File: config.mk
export PLATFORM = sky130hd
export DESIGN_NAME = calc_datapath
export DESIGN_NICKNAME = d
export VERILOG_FILES = /design/src/rtl/calc_datapath.sv
export SDC_FILE = /design/constraint.sdc
export NUM_CORES = 1
export LEC_CHECK = 0
export CORE_MARGIN = 2
export CORE_UTILIZATION = 43
export DETAILED_ROUTE_END_ITERATION = 8
export GPL_TIMING_DRIVEN = 0
export PLACE_DENSITY = 0.66
export SLEW_MARGIN = 20
export SYNTH_ARGS = -nofsm -noshare
export SYNTH_HDL_FRONTEND = slang
export SYNTH_SLANG_ARGS = --single-unit
File: constraint.sdc
create_clock -name clk -period 2.3 [get_ports clk]
set_input_delay 0.23 -clock clk [delete_from_list [all_inputs] [get_ports clk]]
set_output_delay 0.23 -clock clk [all_outputs]
set_load 0.005 [all_outputs]
File: src/rtl/calc_datapath.sv
// calc_datapath: register file, input mux, ALU and output stage of the small
// calculator. It executes one control word per cycle from the control unit.
// All state clears asynchronously while rst is low.
module calc_datapath #(
  parameter int WIDTH = 4
) (
  input  logic             clk,
  input  logic             rst,
  input  logic [WIDTH-1:0] in1,
  input  logic [WIDTH-1:0] in2,
  input  logic [1:0]       s1,
  input  logic [1:0]       WA,
  input  logic             WE,
  input  logic [1:0]       RAA,
  input  logic [1:0]       RAB,
  input  logic             REA,
  input  logic             REB,
  input  logic [1:0]       C,
  input  logic             S2,
  output logic [WIDTH-1:0] out,
  output logic             cout,
  output logic             valid
);

  // Operation and mux select encodings
  localparam logic [1:0] OP_ADD = 2'd3;
  localparam logic [1:0] OP_SUB = 2'd2;
  localparam logic [1:0] OP_AND = 2'd1;
  localparam logic [1:0] OP_XOR = 2'd0;

  localparam logic [1:0] SEL_IN1  = 2'd3;
  localparam logic [1:0] SEL_IN2  = 2'd2;
  localparam logic [1:0] SEL_ZERO = 2'd1;
  localparam logic [1:0] SEL_ALU  = 2'd0;

  // Four ordinary register-file entries; rf[0] is writable like the rest
  logic [3:0][WIDTH-1:0] rf;

  // Operand latches feeding the ALU
  logic [WIDTH-1:0] a_q;
  logic [WIDTH-1:0] b_q;

  // ALU outputs
  logic [WIDTH-1:0] alu_result;
  logic             alu_carry;
  logic [WIDTH:0]   alu_sum;
  logic [WIDTH:0]   alu_diff;

  // Register-file write data from MUX1
  logic [WIDTH-1:0] wr_data;

  // Extended-width add/sub so the carry/borrow bit comes out naturally
  assign alu_sum  = {1'b0, a_q} + {1'b0, b_q};
  assign alu_diff = {1'b0, a_q} - {1'b0, b_q};

  // ALU: operate on the latched operands, result truncated to WIDTH bits
  always_comb begin
    alu_result = '0;
    alu_carry  = 1'b0;
    case (C)
      OP_ADD: begin
        alu_result = alu_sum[WIDTH-1:0];
        alu_carry  = alu_sum[WIDTH];
      end
      OP_SUB: begin
        alu_result = alu_diff[WIDTH-1:0];
        // Unsigned borrow: set exactly when a_q < b_q
        alu_carry  = alu_diff[WIDTH];
      end
      OP_AND: begin
        alu_result = a_q & b_q;
        alu_carry  = 1'b0;
      end
      OP_XOR: begin
        alu_result = a_q ^ b_q;
        alu_carry  = 1'b0;
      end
      default: begin
        alu_result = '0;
        alu_carry  = 1'b0;
      end
    endcase
  end

  // MUX1: choose the register-file write data
  always_comb begin
    wr_data = '0;
    case (s1)
      SEL_IN1:  wr_data = in1;
      SEL_IN2:  wr_data = in2;
      SEL_ZERO: wr_data = '0;
      SEL_ALU:  wr_data = alu_result;
      default:  wr_data = '0;
    endcase
  end

  // Register file write; reads elsewhere see pre-write contents on the same edge
  always_ff @(posedge clk or negedge rst) begin
    if (!rst) begin
      rf <= '0;
    end else if (WE) begin
      rf[WA] <= wr_data;
    end
  end

  // Operand latches load independently from the two read ports, no bypass
  always_ff @(posedge clk or negedge rst) begin
    if (!rst) begin
      a_q <= '0;
      b_q <= '0;
    end else begin
      if (REA) a_q <= rf[RAA];
      if (REB) b_q <= rf[RAB];
    end
  end

  // Carry flag follows the ALU only when an ALU result is being stored
  always_ff @(posedge clk or negedge rst) begin
    if (!rst) begin
      cout <= 1'b0;
    end else if (WE && (s1 == SEL_ALU)) begin
      cout <= alu_carry;
    end
  end

  // Output stage: S2 copies the (pre-write) result register and pulses valid
  always_ff @(posedge clk or negedge rst) begin
    if (!rst) begin
      out   <= '0;
      valid <= 1'b0;
    end else begin
      valid <= S2;
      if (S2) out <= rf[3];
    end
  end

endmodule

==> flow_metrics.tcl, run 1 <==
set metrics [dict create \
    dieArea_mm2 0.00493 \
    synthAdderAreaFrac 0.0743 \
    ant_nets 0 \
    async_flop_share 1.00 \
    syn_area_per_cell_um2 10.5 \
    cp_top_family "adder cells" \
    arrival_ns 2.19 \
    critPathMostFrequentCell "inv_1" \
    cts_max_path_buffers 2 \
    synth_top_family_by_area "simple AND/OR/NAND/NOR gates" \
    synthDistinctLibCells 42 \
    max_slew_margin 0.548 \
    synth_edf_count 0 \
    first_pass_iters 4 \
    fin_tns_setup_ns 0 \
    grt_max_degree 31 \
    cts_resized 0 \
    antenna_found_initial 0 \
    first_global_vias 1547 \
    grtUsageTotal 0.185 \
    p_int_w 0.00133 \
    cap_violations 0 \
    post_cts_buffers 0 \
    clkTransAtPathRegs_ns 0.07 \
    synth_seq_cells 30 \
    syn_nets 214 \
    rsz0062_at_grt "false" \
    fp.dieW_um 70.2 \
    total_power_w 0.00193 \
    synth_mux_area_frac 0.166 \
    start_util 0.439 \
    root_buffer "clkbuf_8" \
    drive_gt1_frac 0.162 \
    p_leak_nw 0.957 \
    cts.sinks 30 \
    finalHoldViolCount 0 \
    post_drt_wl_per_cell_um 15.7 \
    routed_wl_um 4200 \
    synth_xor_area_frac 0.00464 \
    path_cells "inv_1 -> ha_1 -> inv_1 -> fa_1 -> mux4_2 -> a21oi_1 -> nor2_1" \
    p_sw_frac 0.314 \
    timing.final.crit_period_ns 2.02 \
    core_mm2 0.00429 \
    final_cell_mix "dfrtp_1 (30), clkdlybuf4s50_1 (26), nand2_1 (22), nor2_1 (12), a21oi_1 (10)" \
    clockPowerShare 0.269 \
    cp_data_required_time_ns 2.48 \
    layout_commonest_cell "dfrtp_1" \
    slew_violations 0 \
    gp_congestion 0.890 \
    cts_tree "yes" \
    power_density_mw_per_mm2 828 \
    synth_ff_type "dfrtp_1" \
    synth_area_mm2 0.00189 \
    drc 0 \
    critPathSlowestCell "mux4_2" \
    grt_pass1_wl_um 7050 \
    drt_iter0_drc 47 \
    syn_inst 180 \
    cp-start-kind "register" \
    critPathKind "reg2reg" \
    outcome "complete, no violations" \
    pin_count 30 \
    fin_skew_ns 0.0110 \
    synthSimpleGateAreaFrac 0.172 \
    setup_viol 0 \
    end_kind "register" \
    min_path_type "in2reg" \
    cp_num_buf_inv 2 \
    syn_to_final_growth_pct 23.9 \
    placementRows 24 \
    h-tree-depth 2 \
    synth_compound_area_frac 0.151 \
    clkLatencyLatePin_ns 0.29 \
    viasPerCell 5.70 \
    vias 1528 \
    vdd_drop_max_v 0.000412 \
    layout.nets 249 \
    ys_seq_area_frac 0.398 \
    cts_buffers 5 \
    num_antenna_cells 0 \
    hpwl_um 3350 \
    numPortBuffers 27 \
    crit_path_max_incr_delay_ns 0.54 \
    fin_crit_sh 0.877 \
    dieHeight_um 70.2 \
    combPwrFrac 0.344 \
    tightest_slew_ns 0.678 \
    fmax_ghz 0.496 \
    grt_overflow 0 \
    pwr-share-seq 0.387 \
    yosysWarnings 0 \
    power_switching_w 0.000606 \
    cp_max_fo 4 \
]
final timing paths:
check,startpoint,end,slack [ns],cells past startpoint
setup / recovery,a_q[0]$_DFFE_PN0P_,rf[1]$_DFFE_PN0P_,0.28,7
hold / removal,s1[0],rf[0]$_DFFE_PN0P_,0.42,3
setup reg to reg,a_q[0]$_DFFE_PN0P_,rf[1]$_DFFE_PN0P_,0.28,7
hold reg to reg,rf[8]$_DFFE_PN0P_,rf[8]$_DFFE_PN0P_,0.50,2
max in group asynchronous,rst,out[3]$_DFFE_PN0P_,1.34,2
min in group asynchronous,rst,out[2]$_DFFE_PN0P_,0.51,2
kinds of logic after synthesis:
kind of cell	count (synthesis)
compound gates	43
xor+xnor	1
simple gates	62
flops	30
fa+ha+maj	10
buf+inv	15
mux	19
registers in the layout (all words and copies together), names as in the netlist:
register and count:
out 4, cout 1, b_q 4, rf 16
a_q 4, valid 1
area by class of cell:
class / instances / area [um2]
inverter: 8 / 30.0
timing repair buffer: 28 / 275
fill: 397 / 1960
multi-input combinational: 135 / 1070
clock inverter: 2 / 37.5
tap: 52 / 65.1
buffer: 7 / 35.0
sequential: 30 / 751
clock buffer: 6 / 72.6
power by group through the flow:
stage | combinational [W] | clock (W) | sequential (W)
detailed placement | 0.000669 | 0 | 0.000761
floorplan | 0.000449 | 0 | 0.000731
global route | 0.000739 | 0.000564 | 0.000768
global placement | 0.000636 | 0 | 0.000746
CTS | 0.000674 | 0.000538 | 0.000751
finish | 0.000666 | 0.000521 | 0.000748
through the flow:
stage / hold slack (ns) / instance area [um2] / setup slack (ns) / util / instances
2_1_floorplan: -0.0656 / 1890 / 0.468 / - / 180
3_3_place_gp: 0.486 / 2220 / 0.336 / 0.517 / 259
3_5_place_dp: 0.307 / 2220 / 0.286 / 0.516 / 259
4_1_cts: 0.407 / 2340 / 0.275 / 0.544 / 268
5_1_grt: 0.428 / 2340 / 0.204 / 0.544 / 268
6_report: 0.420 / 2340 / 0.282 / 0.544 / 268
cells in the mapped netlist, drive strengths merged, types with 3 or more instances:
master | n | area (um2)
nor2b | 7 | 43.8
nand2 | 22 | 82.6
ha | 8 | 100
a31oi | 4 | 25.0
inv | 8 | 30.0
nor3b | 5 | 48.8
a21oi | 11 | 58.8
o21ai | 16 | 91.3
nor2 | 12 | 45.0
clkbuf | 3 | 11.3
buf | 4 | 23.8
nand3b | 3 | 22.5
dfrtp | 30 | 751
mux4 | 9 | 203
mux2 | 9 | 101
nor3 | 3 | 15.0
worst reg2reg max path, delay by kind of cell, from the launching register on:
family	cells	cell delay (ns)
AOI/OAI and AO/OA	1	0.18
adders and majority gates	2	0.61
buffers and inverters	2	0.14
DFF	1	0.38
muxes	1	0.54
and+or+nand+nor	1	0.07
metal layers:
layer  part of all wire  up-vias  GRT usage
met5                  0        -          0
met2               0.53       43      0.331
met1               0.40      749      0.214
met4              0.018        0     0.0662
li1                   -      728          -
met3              0.056        8     0.0462
repair_timing:
| item | 4_1_cts | 5_1_grt |
|---|---|---|
| hold buffers | 1 | 0 |
| endpoints found under the hold margin | 19 | 0 |
| setup endpoints to repair | 0 | 0 |
Power figures use the tool's default switching activity.
==> inputs of run 2 (changes only) <==
- REMOVE_ABC_BUFFERS: default -> 1
==> run 2 against run 1 <==
  * The run now ends with negative hold slack left
  * Setup slack improved by 0.0036 ns
  * Sequential share of layout area is 0.79 points higher
  * Power down 6.6%
  * Final cell count fell by 2.6%
  * Final area is 2.4% lower
  * Critical path type unchanged
  * Highest routed layer unchanged
==> flow_metrics.tcl, run 2 (synthesis results as in run 1) <==
set metrics [dict create \
    instances_no_fill 261 \
    grtUsageTotal 0.182 \
    grt_overflow 0 \
    holdWs_ns -0.0187 \
    tightest_slew_ns 0.673 \
    ant_nets 0 \
    cts_tree "yes" \
    finish.utilization 0.531 \
    setup_viol 0 \
    h-tree-depth 2 \
    gp_congestion 0.840 \
    vdd_drop_max_v 0.000491 \
    power_switching_w 0.000603 \
    cp_max_fo 4 \
    regMostFlops "rf" \
    p_leak_nw 0.935 \
    cp_top_family "adder cells" \
    vias 1453 \
    ff2ff_path_depth 7 \
    start_util 0.439 \
    rsz0062_at_grt "false" \
    viasPerCell 5.57 \
    outcome "complete, but fails checks" \
    cap_violations 0 \
    clkTransAtPathRegs_ns 0.06 \
    final_cell_mix "dfrtp_1 (30), clkdlybuf4s50_1 (28), nand2_1 (22), nor2_1 (12), a21oi_1 (10)" \
    largest_register_ffs 16 \
    drive_gt1_frac 0.153 \
    cts_buffers 5 \
    fin_crit_sh 0.876 \
    num_antenna_cells 0 \
    fin_tns_setup_ns 0 \
    critPathMostFrequentCell "inv_1" \
    min_path_type "in2async" \
    p_int_w 0.00120 \
    cts_resized 0 \
    rrSetupSlack_ns 0.29 \
    cts_max_path_buffers 2 \
    pin_count 30 \
    fillers 401 \
    grt_pass1_wl_um 6960 \
    stdcell_area_mm2 0.00228 \
    routed_wl_um 4200 \
    fp.dieW_um 70.2 \
    multiInputGateArea_mm2 0.00107 \
    drc 0 \
    critPathKind "reg2reg" \
    numPortBuffers 29 \
    first_pass_iters 4 \
    layout_commonest_cell "dfrtp_1" \
    dpl_cell_area_mm2 0.00220 \
    power_density_mw_per_mm2 792 \
    finalHoldViolCount 30 \
    cp_data_required_time_ns 2.47 \
    clkLatencyLatePin_ns 0.28 \
    p_sw_frac 0.334 \
    critPathSlowestCell "mux4_2" \
    dp_cells 254 \
    end_kind "register" \
    clockPowerShare 0.216 \
    core_mm2 0.00429 \
    arrival_ns 2.18 \
    combPwrFrac 0.368 \
    violations "negative hold slack" \
    drt_iter0_drc 57 \
    cts.sinks 30 \
    post_drt_wl_per_cell_um 16.1 \
    fin_skew_ns 0.00589 \
    path_depth 7 \
    cp-start-kind "register" \
    holdBufCountCts 0 \
    dieArea_mm2 0.00493 \
    root_buffer "clkbuf_8" \
    first_global_vias 1521 \
    post_cts_buffers 0 \
    path_cells "inv_1 -> ha_1 -> inv_1 -> fa_1 -> mux4_2 -> a21oi_1 -> nor2_1" \
    cp_num_buf_inv 2 \
    fmax_ghz 0.496 \
    syn_to_final_growth_pct 20.9 \
    layout.nets 243 \
    crit_path_max_incr_delay_ns 0.54 \
    pwr-share-seq 0.416 \
    max_slew_margin 0.551 \
    timing.final.crit_period_ns 2.01 \
    dieHeight_um 70.2 \
    placementRows 24 \
    antenna_found_initial 0 \
    hpwl_um 3300 \
    register_area_um2 751 \
    grt_max_degree 31 \
    slew_violations 0 \
]
-- run 2: cell types whose count changed in the layout (fill, tap and decap cells not counted), sizes merged --
cell / previous run / this run
clkbuf: 9 / 5
buf: 5 / 1
clkinvlp: 1 / 0
clkinv: 0 / 2
clkdlybuf4s50: 26 / 28
bufinv: 1 / 0
dlygate4sd3: 1 / 0
-- run 2: per-stage QoR --
step / total power (W) / setup WS (ns)
CTS: 0.00182 / 0.291
finish: 0.00181 / 0.286
global placement: 0.00137 / 0.341
detailed placement: 0.00142 / 0.309
floorplan: 0.00116 / 0.468
global route: 0.00193 / 0.153
-- run 2: final cells by class --
class	count	share of cell area
Sequential cell	30	0.329
Tap cell	52	0.0285
Inverter	8	0.0132
Multi-Input combinational cell	135	0.470
Clock buffer	5	0.0302
Timing Repair Buffer	29	0.125
Clock inverter	2	0.00439
-- run 2: path summary, 6_finish.rpt --
path,start,end
worst max-delay path,a_q[0]$_DFFE_PN0P_,rf[9]$_DFFE_PN0P_
worst min-delay path,rst,out[2]$_DFFE_PN0P_
worst max register to register,a_q[0]$_DFFE_PN0P_,rf[9]$_DFFE_PN0P_
worst min register to register,out[2]$_DFFE_PN0P_,out[2]$_DFFE_PN0P_
max in group asynchronous,rst,rf[2]$_DFFE_PN0P_
min in group clk,out[2]$_DFFE_PN0P_,out[2]$_DFFE_PN0P_
-- run 2: layer usage --
metal | routed length [um] | track usage | up-vias
li1 | - | - | 710
met1 | 1700 | 0.205 | 680
met2 | 2130 | 0.319 | 50
met3 | 255 | 0.0462 | 13
met4 | 105 | 0.0855 | 0
met5 | 0 | 0 | -
-- run 2: power by group through the flow --
stage                     Combinational [W]  Sequential, W  Clock, W
after floorplan                    0.000433       0.000731         0
after global placement             0.000627       0.000746         0
after detailed placement           0.000663       0.000761         0
after CTS                          0.000666       0.000752  0.000406
after global routing               0.000736       0.000769  0.000424
final                              0.000664       0.000751  0.000391
